$ cat config.mk
export PLATFORM = sky130hd
export DESIGN_NAME = lieat_idu_scoreboard
export DESIGN_NICKNAME = d
export VERILOG_FILES = /design/src/rtl/lieat_idu_scoreboard_pkg.sv /design/src/rtl/lieat_idu_sb_unit.sv /design/src/rtl/lieat_idu_scoreboard.sv
export SDC_FILE = /design/constraint.sdc
export NUM_CORES = 1
export LEC_CHECK = 0
export ABC_AREA = 1
export CAP_MARGIN = 20
export CELL_PAD_IN_SITES_DETAIL_PLACEMENT = 1
export CELL_PAD_IN_SITES_GLOBAL_PLACEMENT = 2
export CORE_UTILIZATION = 28
export CTS_CLUSTER_SIZE = 20
export DETAILED_ROUTE_END_ITERATION = 10
export GPL_ROUTABILITY_DRIVEN = 0
export PLACE_DENSITY_LB_ADDON = 0.1
export SKIP_CTS_REPAIR_TIMING = 1
export SLEW_MARGIN = 10
export SYNTH_ARGS = -nofsm -noshare
export SYNTH_HDL_FRONTEND = slang
export SYNTH_SLANG_ARGS = --single-unit
$ cat constraint.sdc
create_clock -name clk_i -period 2.9 [get_ports clk_i]
set_clock_uncertainty 0.05 [all_clocks]
set_input_delay 0.725 -clock clk_i [delete_from_list [all_inputs] [get_ports clk_i]]
set_output_delay 0.725 -clock clk_i [all_outputs]
set_load 0.01 [all_outputs]
$ cat src/rtl/lieat_idu_scoreboard_pkg.sv
// Shared definitions for the IDU outstanding-instruction scoreboard.
// Provides the register index width, unit class indices, the default set of
// units that take part in dependency matching, and the index-compare helper.
package lieat_idu_scoreboard_pkg;

  localparam int unsigned RegIdx      = 5;
  localparam int unsigned NumUnitsDef = 5;

  localparam int unsigned UnitCom    = 0;
  localparam int unsigned UnitLsu    = 1;
  localparam int unsigned UnitMuldiv = 2;
  localparam int unsigned UnitVpu    = 3;
  localparam int unsigned UnitFpu    = 4;

  // Only long-latency units (muldiv, vpu, fpu) are hazard-checked by default.
  localparam logic [NumUnitsDef-1:0] DefaultCheckMask = 5'b11100;

  // True when a pending rd equals the queried index, with x0 optionally
  // excluded because it can never carry a real dependency.
  function automatic logic idx_hit(input logic [RegIdx-1:0] rd,
                                   input logic [RegIdx-1:0] idx,
                                   input logic              skip_x0);
    return (rd == idx) && !(skip_x0 && (idx == '0));
  endfunction

endpackage

$ cat src/rtl/lieat_idu_sb_unit.sv
// One execution-unit class ring of in-flight destination registers.
// Ports:
//   clk_i, rst_ni        clock, asynchronous active-low reset
//   flush_i              drop all entries (beats same-cycle alloc/retire)
//   alloc_i              accepted dispatch into this unit
//   wbck_i               writeback request for this unit
//   disp_*_i             dispatch operand/destination indices and enables
//   lk_rs_i              early-lookup indices, port k at [k*RegIdx +: RegIdx]
//   disp_dep_o           dispatch operand hits a pending rd of this unit
//   lk_dep_o             per-lookup hit on a pending rd of this unit
//   full_o               no free slot once this cycle's retire/flush is applied
//   empty_o, cnt_o       registered occupancy state
//   wbck_err_o           writeback request while empty (pulse)
module lieat_idu_sb_unit
  import lieat_idu_scoreboard_pkg::*;
#(
  parameter int unsigned UnitDepth = 2,
  parameter int unsigned NumLookup = 1,
  parameter bit          CheckEn   = 1'b1,
  parameter bit          SkipX0    = 1'b1,
  localparam int unsigned PtrW     = $clog2(UnitDepth) + 1
) (
  input  logic                          clk_i,
  input  logic                          rst_ni,
  input  logic                          flush_i,
  input  logic                          alloc_i,
  input  logic                          wbck_i,
  input  logic                          disp_rs1en_i,
  input  logic                          disp_rs2en_i,
  input  logic                          disp_rdwen_i,
  input  logic [RegIdx-1:0]             disp_rs1_i,
  input  logic [RegIdx-1:0]             disp_rs2_i,
  input  logic [RegIdx-1:0]             disp_rd_i,
  input  logic [NumLookup*RegIdx-1:0]   lk_rs_i,
  output logic                          disp_dep_o,
  output logic [NumLookup-1:0]          lk_dep_o,
  output logic                          full_o,
  output logic                          empty_o,
  output logic [PtrW-1:0]               cnt_o,
  output logic                          wbck_err_o
);

  localparam int unsigned IdxW = (UnitDepth > 1) ? $clog2(UnitDepth) : 1;

  logic [UnitDepth-1:0] valid_q, valid_d, rdwen_q, rdwen_d, eff_vld;
  logic [RegIdx-1:0]    rd_q [UnitDepth];
  logic [RegIdx-1:0]    rd_d [UnitDepth];
  logic [PtrW-1:0]      wptr_q, wptr_d, rptr_q, rptr_d, cnt;
  logic [IdxW-1:0]      widx, ridx;
  logic                 empty, retire, do_alloc;

  // Pointer MSB is the wrap bit, so the difference is the occupancy 0..UnitDepth.
  assign cnt   = wptr_q - rptr_q;
  assign empty = (wptr_q == rptr_q);
  assign widx  = (UnitDepth > 1) ? wptr_q[IdxW-1:0] : '0;
  assign ridx  = (UnitDepth > 1) ? rptr_q[IdxW-1:0] : '0;

  assign retire     = wbck_i & ~empty & ~flush_i;
  assign do_alloc   = alloc_i & ~flush_i;
  assign wbck_err_o = wbck_i & empty;

  assign full_o  = ~flush_i & ((cnt - PtrW'(retire)) == PtrW'(UnitDepth));
  assign empty_o = empty;
  assign cnt_o   = cnt;

  // Entries leaving this cycle no longer count as hazards.
  always_comb begin
    for (int i = 0; i < UnitDepth; i++) begin
      eff_vld[i] = valid_q[i] & ~flush_i & ~(retire && (ridx == IdxW'(i)));
    end
  end

  always_comb begin
    disp_dep_o = 1'b0;
    lk_dep_o   = '0;
    for (int i = 0; i < UnitDepth; i++) begin
      if (CheckEn && eff_vld[i] && rdwen_q[i]) begin
        if (disp_rs1en_i && idx_hit(rd_q[i], disp_rs1_i, SkipX0)) disp_dep_o = 1'b1;
        if (disp_rs2en_i && idx_hit(rd_q[i], disp_rs2_i, SkipX0)) disp_dep_o = 1'b1;
        if (disp_rdwen_i && idx_hit(rd_q[i], disp_rd_i, SkipX0))  disp_dep_o = 1'b1;
        for (int k = 0; k < NumLookup; k++) begin
          if (idx_hit(rd_q[i], lk_rs_i[k*RegIdx +: RegIdx], SkipX0)) lk_dep_o[k] = 1'b1;
        end
      end
    end
  end

  always_comb begin
    valid_d = valid_q;
    rdwen_d = rdwen_q;
    rd_d    = rd_q;
    wptr_d  = wptr_q;
    rptr_d  = rptr_q;
    if (flush_i) begin
      valid_d = '0;
      rptr_d  = wptr_q;
    end else begin
      // Clear before set: with one slot, retire and alloc hit the same entry.
      if (retire) begin
        valid_d[ridx] = 1'b0;
        rptr_d        = rptr_q + 1'b1;
      end
      if (do_alloc) begin
        valid_d[widx] = 1'b1;
        rdwen_d[widx] = disp_rdwen_i;
        rd_d[widx]    = disp_rd_i;
        wptr_d        = wptr_q + 1'b1;
      end
    end
  end

  always_ff @(posedge clk_i or negedge rst_ni) begin
    if (!rst_ni) begin
      valid_q <= '0;
      rdwen_q <= '0;
      wptr_q  <= '0;
      rptr_q  <= '0;
      for (int i = 0; i < UnitDepth; i++) rd_q[i] <= '0;
    end else begin
      valid_q <= valid_d;
      rdwen_q <= rdwen_d;
      wptr_q  <= wptr_d;
      rptr_q  <= rptr_d;
      rd_q    <= rd_d;
    end
  end

endmodule

$ cat src/rtl/lieat_idu_scoreboard.sv
// Outstanding-instruction scoreboard for IDU dispatch: one ring per unit class.
// Ports:
//   clk_i, rst_ni          clock, asynchronous active-low reset
//   flush_i                per-unit flush
//   disp_*_i               dispatch fire, one-hot target unit, operand indices
//   wbck_ena_i, wbck_op_i  writeback fire, one-hot retiring unit
//   lk_rs_i / lk_dep_o     early-lookup indices and their pending-rd hits
//   disp_condition_o       dispatch allowed (no hazard, target not full)
//   unit_full_o, unit_empty_o, unit_cnt_o, all_empty_o  occupancy status
//   wbck_err_o             sticky: writeback seen on an empty unit
module lieat_idu_scoreboard
  import lieat_idu_scoreboard_pkg::*;
#(
  parameter int unsigned          NumUnits  = NumUnitsDef,
  parameter int unsigned          UnitDepth = 2,
  parameter int unsigned          NumLookup = 1,
  parameter logic [NumUnits-1:0]  CheckMask = NumUnits'(DefaultCheckMask),
  parameter bit                   SkipX0    = 1'b1,
  localparam int unsigned         CntW      = $clog2(UnitDepth) + 1
) (
  input  logic                          clk_i,
  input  logic                          rst_ni,
  input  logic [NumUnits-1:0]           flush_i,
  input  logic                          disp_ena_i,
  input  logic [NumUnits-1:0]           disp_op_i,
  input  logic                          disp_rs1en_i,
  input  logic                          disp_rs2en_i,
  input  logic                          disp_rdwen_i,
  input  logic [RegIdx-1:0]             disp_rs1_i,
  input  logic [RegIdx-1:0]             disp_rs2_i,
  input  logic [RegIdx-1:0]             disp_rd_i,
  input  logic                          wbck_ena_i,
  input  logic [NumUnits-1:0]           wbck_op_i,
  input  logic [NumLookup*RegIdx-1:0]   lk_rs_i,
  output logic [NumLookup-1:0]          lk_dep_o,
  output logic                          disp_condition_o,
  output logic [NumUnits-1:0]           unit_full_o,
  output logic [NumUnits-1:0]           unit_empty_o,
  output logic [NumUnits*CntW-1:0]      unit_cnt_o,
  output logic                          all_empty_o,
  output logic                          wbck_err_o
);

  logic [NumUnits-1:0]                 unit_dep, unit_err;
  logic [NumUnits-1:0][NumLookup-1:0]  unit_lk;
  logic                                wbck_err_q;

  for (genvar u = 0; u < NumUnits; u++) begin : g_unit
    lieat_idu_sb_unit #(
      .UnitDepth (UnitDepth),
      .NumLookup (NumLookup),
      .CheckEn   (CheckMask[u]),
      .SkipX0    (SkipX0)
    ) u_unit (
      .clk_i        (clk_i),
      .rst_ni       (rst_ni),
      .flush_i      (flush_i[u]),
      .alloc_i      (disp_ena_i & disp_op_i[u] & disp_condition_o),
      .wbck_i       (wbck_ena_i & wbck_op_i[u]),
      .disp_rs1en_i (disp_rs1en_i),
      .disp_rs2en_i (disp_rs2en_i),
      .disp_rdwen_i (disp_rdwen_i),
      .disp_rs1_i   (disp_rs1_i),
      .disp_rs2_i   (disp_rs2_i),
      .disp_rd_i    (disp_rd_i),
      .lk_rs_i      (lk_rs_i),
      .disp_dep_o   (unit_dep[u]),
      .lk_dep_o     (unit_lk[u]),
      .full_o       (unit_full_o[u]),
      .empty_o      (unit_empty_o[u]),
      .cnt_o        (unit_cnt_o[u*CntW +: CntW]),
      .wbck_err_o   (unit_err[u])
    );
  end

  // Full depends only on retire/flush, never on alloc, so there is no loop here.
  assign disp_condition_o = ~(|unit_dep) & ~(|(disp_op_i & unit_full_o));
  assign all_empty_o      = &unit_empty_o;
  assign wbck_err_o       = wbck_err_q;

  always_comb begin
    lk_dep_o = '0;
    for (int u = 0; u < NumUnits; u++) lk_dep_o = lk_dep_o | unit_lk[u];
  end

  always_ff @(posedge clk_i or negedge rst_ni) begin
    if (!rst_ni) wbck_err_q <= 1'b0;
    else         wbck_err_q <= wbck_err_q | (|unit_err);
  end

  disp_op_onehot_a: assert property (@(posedge clk_i) disable iff (!rst_ni)
    disp_ena_i |-> $onehot(disp_op_i));
  wbck_op_onehot_a: assert property (@(posedge clk_i) disable iff (!rst_ni)
    wbck_ena_i |-> $onehot(wbck_op_i));

endmodule

# Word level (Yosys, flattened, before mapping)
# Index checks and enable logic that the tools add are counted.
[totals]
latchBits = 0
elab_cells = 352
register_bits = 63
output_inout_bits = 24
in_bits = 42
rom_bits = 0
memories = 0
ram_bits = 0
[op_classes]
n_eq_ne = 34
add_sub_neg = 20
div = 0
reduce_logical = 85
n_mux = 82
order_cmp = 18
shift = 0
mul = 0
bitwise_logic = 90
[op_table]
columns = ["operator", "n"]
rows = [
  ["$eq 5x5->1", 24],
  ["$logic_and 1x1->1", 63],
  ["$and 1x1->1", 53],
  ["$mux 2", 22],
  ["$mux 1", 42],
  ["$bwmux 10", 3],
  ["$not 1->1", 21],
  ["$add 2x1->2 const B", 10],
  ["$logic_not 5->1", 4],
  ["$demux 5 s1", 3],
  ["$mux 5", 3],
  ["$lt 1x2->1 const B", 6],
  ["$eq 2x2->1", 5],
  ["$eq 2x2->1 const B", 5],
  ["$reduce_and 2->1", 5],
  ["$reduce_bool 2->1", 5],
  ["$reduce_or 5->1", 2],
  ["$sub 2x1->2", 5],
  ["$sub 2x2->2", 5],
  ["$and 2x2->2", 3],
  ["$bwmux 2", 3],
  ["$demux 1 s1", 6],
  ["$ge 1x1->1 const B", 6],
  ["$ge 2x2->1 const B", 3],
  ["9 further kinds", 22],
]

# Depth between registers and ports, before layout
[logic_depth]
ltp_word = 20
mapped_depth = 18
depth_no_buf = 16

# Cells and area by module
# A second synthesis with hierarchy kept.
[hier_totals]
hier_cells = 901
area_unflattened_um2 = 5569.1
[modules_own_cells]
columns = ["module", "area_per_inst_um2", "cells_per_inst", "seq_area_each_um2", "n_inst"]
rows = [
  ["lieat_idu_sb_unit at g_unit[4].u_unit", 1580.3, 254, 450.4, 1],
  ["lieat_idu_sb_unit at g_unit[2].u_unit", 1574.0, 251, 450.4, 1],
  ["lieat_idu_sb_unit at g_unit[3].u_unit", 1565.3, 251, 450.4, 1],
  ["lieat_idu_sb_unit at g_unit[0].u_unit ...", 321.6, 49, 100.1, 2],
  ["lieat_idu_scoreboard", 206.4, 47, 25.0, 1],
]

# Worst setup path before layout
# OpenSTA, ideal clock, no wires.
[synth_path]
path_type = "reg-to-output"
startpoint = "register g_unit[3].u_unit.wptr_q[0]"
endpoint = "output disp_condition_o"
n_path_buf = 2
t_arrival_ns = 2.213
path_stages_with_launch = 14
path_slack_ns = -0.088
required_ns = 2.125
cell_sequence = "dfrtp_1 -> clkbuf_1 -> clkinv_1 -> ha_1 -> nand2_2 -> nand4_2 -> nand2_1 -> nor2_1 -> nand2_2 -> nand2_4 -> inv_2 -> nand2_2 -> nor2_4 -> buf_2"
[synth_via]
elab_chain_len = 16
elab_cells_between_ends = 27
[synth_lines]
columns = ["element", "line", "text"]
rows = [
  ["start: declaration", "lieat_idu_sb_unit.sv:48", "logic [PtrW-1:0] wptr_q, wptr_d, rptr_q, rptr_d, cnt;"],
  ["start signal: assignment", "lieat_idu_sb_unit.sv:122", "wptr_q <= wptr_d;"],
  ["$eq 2x2->1", "lieat_idu_sb_unit.sv:54", "assign empty = (wptr_q == rptr_q);"],
  ["$not 1->1", "lieat_idu_sb_unit.sv:58", "assign retire = wbck_i & ~empty & ~flush_i;"],
  ["$and 1x1->1 (2 in series)", "lieat_idu_sb_unit.sv:58", ""],
  ["$logic_and 1x1->1", "lieat_idu_sb_unit.sv:69", "eff_vld[i] = valid_q[i] & ~flush_i & ~(retire && (ridx == IdxW'(i)));"],
  ["$not 1->1", "lieat_idu_sb_unit.sv:69", ""],
  ["$and 1x1->1", "lieat_idu_sb_unit.sv:69", ""],
  ["$logic_and 1x1->1", "lieat_idu_sb_unit.sv:77", "if (CheckEn && eff_vld[i] && rdwen_q[i]) begin"],
  ["$mux 1", "lieat_idu_sb_unit.sv:77", ""],
  ["$mux 1", "lieat_idu_sb_unit.sv:78", "if (disp_rs1en_i && idx_hit(rd_q[i], disp_rs1_i, SkipX0)) disp_dep_o = 1'b1;"],
  ["$mux 1", "lieat_idu_sb_unit.sv:79", "if (disp_rs2en_i && idx_hit(rd_q[i], disp_rs2_i, SkipX0)) disp_dep_o = 1'b1;"],
  ["$mux 1", "lieat_idu_sb_unit.sv:80", "if (disp_rdwen_i && idx_hit(rd_q[i], disp_rd_i, SkipX0)) disp_dep_o = 1'b1;"],
  ["$mux 1", "lieat_idu_sb_unit.sv:77", ""],
  ["$reduce_or 3->1", "lieat_idu_scoreboard.sv:77", "assign disp_condition_o = ~(|unit_dep) & ~(|(disp_op_i & unit_full_o));"],
  ["$not 1->1", "lieat_idu_scoreboard.sv:77", ""],
  ["$and 1x1->1 (*)", "lieat_idu_scoreboard.sv:77", ""],
  ["end: declaration", "lieat_idu_scoreboard.sv:36", "output logic disp_condition_o,"],
]
# Every way passes the cells marked *; elsewhere a longest branch is shown, timed or not.

# Worst setup path in the final report
[layout_path]
startpoint = "input lk_rs_i[0]"
endpoint = "output lk_dep_o"
[layout_via]
elab_chain_len = 9
elab_cells_between_ends = 28
[layout_lines]
columns = ["element", "line", "text"]
rows = [
  ["start: declaration", "lieat_idu_scoreboard.sv:34", "input logic [NumLookup*RegIdx-1:0] lk_rs_i,"],
  ["$logic_not 5->1", "lieat_idu_scoreboard_pkg.sv:23", "return (rd == idx) && !(skip_x0 && (idx == '0));"],
  ["$logic_not 1->1", "lieat_idu_scoreboard_pkg.sv:23", ""],
  ["$logic_and 1x1->1", "lieat_idu_scoreboard_pkg.sv:23", ""],
  ["$mux 1", "lieat_idu_sb_unit.sv:82", "if (idx_hit(rd_q[i], lk_rs_i[k*RegIdx +: RegIdx], SkipX0)) lk_dep_o[k] = 1'b1;"],
  ["$mux 1", "lieat_idu_sb_unit.sv:77", ""],
  ["$mux 1", "lieat_idu_sb_unit.sv:82", ""],
  ["$mux 1", "lieat_idu_sb_unit.sv:77", ""],
  ["$or 1x1->1", "lieat_idu_scoreboard.sv:83", "for (int u = 0; u < NumUnits; u++) lk_dep_o = lk_dep_o | unit_lk[u];"],
  ["$or 1x1->1 (*)", "lieat_idu_scoreboard.sv:83", ""],
  ["end: declaration", "lieat_idu_scoreboard.sv:35", "output logic [NumLookup-1:0] lk_dep_o,"],
]
# Marks and branches as above.

==> flow_metrics.env <==
export IMPL_clk_latency_ns=0.34
export IMPL_area_growth_pct=43.5
export IMPL_hpwl_um=18400
export IMPL_layout_commonest_cell="nand2_1"
export IMPL_vias=6574
export IMPL_drt_iter0_drc=230
export IMPL_worstReg2RegEnd="g_unit[4].u_unit.rdwen_q[1]"
export IMPL_drt_total_wl_um=24100
export IMPL_min_period_over_period_pct=107
export IMPL_final_cell_mix="nand2_1 (332), buf_4 (126), inv_1 (82), dfrtp_1 (63), nand4_1 (59)"
export IMPL_setup_viol=1
export IMPL_synth_distinct_cells=38
export IMPL_core_um2=19700
export IMPL_antenna_found_initial=0
export IMPL_crit_start="lk_rs_i[0]"
export IMPL_syn_area_per_cell_um2=6.30
export IMPL_busiest_layer="met2"
export IMPL_finalWorstPathRequiredPeriod_ns=3.09
export IMPL_drt_wirelength_per_cell_um=17.9
export IMPL_max_slew_margin_pct=65.4
export IMPL_p_comb_share_pct=59.8
export IMPL_insertedDiodeCount=0
export IMPL_whs_ns=0.355
export IMPL_worstPathArrival_ns=2.32
export IMPL_violations="setup timing"
export IMPL_met2_usage_pct=38.2
export IMPL_layout_nets=1123
export IMPL_required_ns=2.12
export IMPL_synth_adder_area_share_pct=1.10
export IMPL_firstDrtPassIters=5
export IMPL_drv_cap=0
export IMPL_cts_buffers=9
export IMPL_row_count=51
export IMPL_port_buffers=65
export IMPL_p_clk_share_pct=15.3
export IMPL_slew_viol_final=0
export IMPL_seq_area_frac_synth_pct=27.6
export IMPL_critPathBufInv=3
export IMPL_crit_family="buffers and inverters"
export IMPL_grt_overflow=0
export IMPL_cp_max_fo=6
export IMPL_tightest_slew_ns=0.519
export IMPL_ys_ff_latch=63
export IMPL_synth_compound_area_share_pct=6.12
export IMPL_synthesis_nets=953
export IMPL_ir_worst_vdd_v=0.000530
export IMPL_grt_start_max_net_pins=64
export IMPL_regToRegSetupSlack_ns=0.43
export IMPL_synth_top_family_by_area="simple AND/OR/NAND/NOR gates"
export IMPL_status="complete, but fails checks"
export IMPL_total_power_mw=7.66
export IMPL_routed_via_density=4.89
export IMPL_io_pins=66
export IMPL_crit_top_cell="nand4_1"
export IMPL_die_y_um=145
export IMPL_p_leak_nw=4.33
export IMPL_setup_slack_ns=-0.192
export IMPL_min_path_type="in2async"
export IMPL_endpoint="lk_dep_o"
export IMPL_ys_top_cells_by_area="dfrtp_1 (28%), nand2_1 (23%), nand4_1 (6.5%)"
export IMPL_gr_usage_met1_pct=33.1
export IMPL_cpPeakStageDelay_ns=0.53
export IMPL_syn_area_um2=5710
export IMPL_ant_nets=0
export IMPL_async_flop_share_pct=100
export IMPL_final_fill_count=2511
export IMPL_synth_xor_area_share_pct=6.75
export IMPL_crit_path_start_kind="input pin"
export IMPL_yosys_area_share_simple_pct=45.4
export IMPL_cp_depth=8
export IMPL_synth_cells=906
export IMPL_dp_cells=1311
export IMPL_sequentialPowerShare_pct=24.8
export IMPL_switching_share_pct=47.5
export IMPL_yosysWarnings=0
export IMPL_clkSlewWorstSetupHoldPaths_ns=0.05
export IMPL_worst_r2r_cell_count=14
export IMPL_hold_viol_final=0
export IMPL_fmax_mhz=323
export IMPL_cts_path_max_buffers=2
export IMPL_synth_top_area_cell="dfrtp_1"
export IMPL_gr_usage_met3_pct=3.52
export IMPL_drc=0
export IMPL_grt_pass1_wl_um=37200
export IMPL_root_buffer="clkbuf_16"
export IMPL_crit_chain="clkdlybuf4s50_1 > buf_4 > xnor2_1 > nand4_1 > nor3_2 > a31oi_2 > nand4_1 > clkbuf_2"
export IMPL_grt_pass1_vias=6859
export IMPL_clock_sinks=63
export IMPL_rr_startpoint="g_unit[3].u_unit.wptr_q[0]"
export IMPL_synth_top_area_share_pct=27.6
export IMPL_ctsHtreeMaxLevel=3
export IMPL_final_cell_count_no_fill=1345
export IMPL_grt_setup_unrepaired="yes"
export IMPL_endpoint_kind="primary output"
export IMPL_drive_gt1_share_pct=27.7
export IMPL_design_area_um2=8190
export IMPL_p_int_mw=4.02
export IMPL_utilization_pct=41.5
export IMPL_grt_usage_pct=23.8
export IMPL_synth_edff_count=0
export IMPL_critPathSlowestCell="clkdlybuf4s50_1"
export IMPL_initial_core_util_pct=28.9
export IMPL_power_switching_mw=3.64
export IMPL_power_density_nw_per_um2=935
export IMPL_cts_tree="yes"
export IMPL_dieWidth_um=145
export IMPL_postPlaceCellArea_um2=7340
export IMPL_muxShareOfSynthArea_pct=0
export IMPL_criticalPathCategory="in2out"
export IMPL_synth_main_ff_cell="dfrtp_1"
export IMPL_die_area_um2=21000
[metrics by stage]
step                      setup TNS (ns)  worst slack [ns]
after floorplan                        0            0.0282
after global placement            -21.50            -0.890
after detailed placement          -22.71            -0.883
after CTS                          -6.20            -0.904
after global routing              -0.260            -0.235
final                             -0.192            -0.192
[worst min path at each step]
stage	startpoint	end	slack, ns	cells past startpoint
final	rst_ni	g_unit[0].u_unit.rptr_q[1]	0.36	2
after global routing	rst_ni	g_unit[0].u_unit.rptr_q[0]	0.38	2
after CTS	rst_ni	g_unit[3].u_unit.rd_q[9]	0.36	2
after detailed placement	g_unit[2].u_unit.rdwen_q[0]	g_unit[2].u_unit.rdwen_q[0]	0.42	2
after global placement	g_unit[2].u_unit.rdwen_q[0]	g_unit[2].u_unit.rdwen_q[0]	0.41	2
after floorplan	rst_ni	g_unit[0].u_unit.rptr_q[0]	0.38	0
[metal layers]
| layer | wire [µm] | vias up |
|---|---|---|
| li1 | - | 3215 |
| met1 | 11700 | 3231 |
| met2 | 11200 | 107 |
| met3 | 928 | 21 |
| met4 | 206 | 0 |
| met5 | 0 | - |
[power groups by stage]
stage	sequential [mW]	clock, mW	combinational [mW]
floorplan	1.56	0	2.89
global placement	1.88	0	4.20
detailed placement	1.90	0	4.32
CTS	1.89	1.20	4.35
global route	1.96	1.23	5.08
finish	1.90	1.17	4.58
[layout make-up]
| type | count | area (µm²) | share of cell area (%) |
|---|---|---|---|
| Multi-Input combinational cell | 675 | 3690 | 45.1 |
| Sequential cell | 63 | 1580 | 19.3 |
| Clock buffer | 11 | 243 | 2.96 |
| Inverter | 120 | 480 | 5.87 |
| Tap cell | 265 | 332 | 4.05 |
| Clock inverter | 4 | 70.1 | 0.856 |
| Timing Repair Buffer | 207 | 1790 | 21.9 |
[kinds of logic after synthesis]
family | count (synthesis)
simple gates | 565
buf+inv | 168
flops | 63
compound gates | 61
xor+xnor | 44
fa+ha+maj | 5
[synth_stat cells, types with 4 or more instances]
master,count
o21ai_0,25
nand4_4,6
xnor2_1,19
nor3_1,11
dfrtp_1,63
xor2_1,25
o221ai_1,4
buf_4,14
o211ai_1,5
nor2_1,66
buf_6,5
inv_1,91
a21oi_1,16
nand2_1,349
clkinv_1,5
inv_2,22
ha_1,5
buf_2,13
clkbuf_2,4
clkbuf_1,12
nand3_1,47
nand2_2,7
nand4_1,59
[state kept, by name (all words and copies together) (netlist names)]
register	count
g_unit.u_unit.rd_q	30
g_unit.u_unit.rdwen_q	6
g_unit.u_unit.rptr_q	10
g_unit.u_unit.valid_q	6
g_unit.u_unit.wptr_q	10
wbck_err_o	1
(Power assumes the default switching activity.)
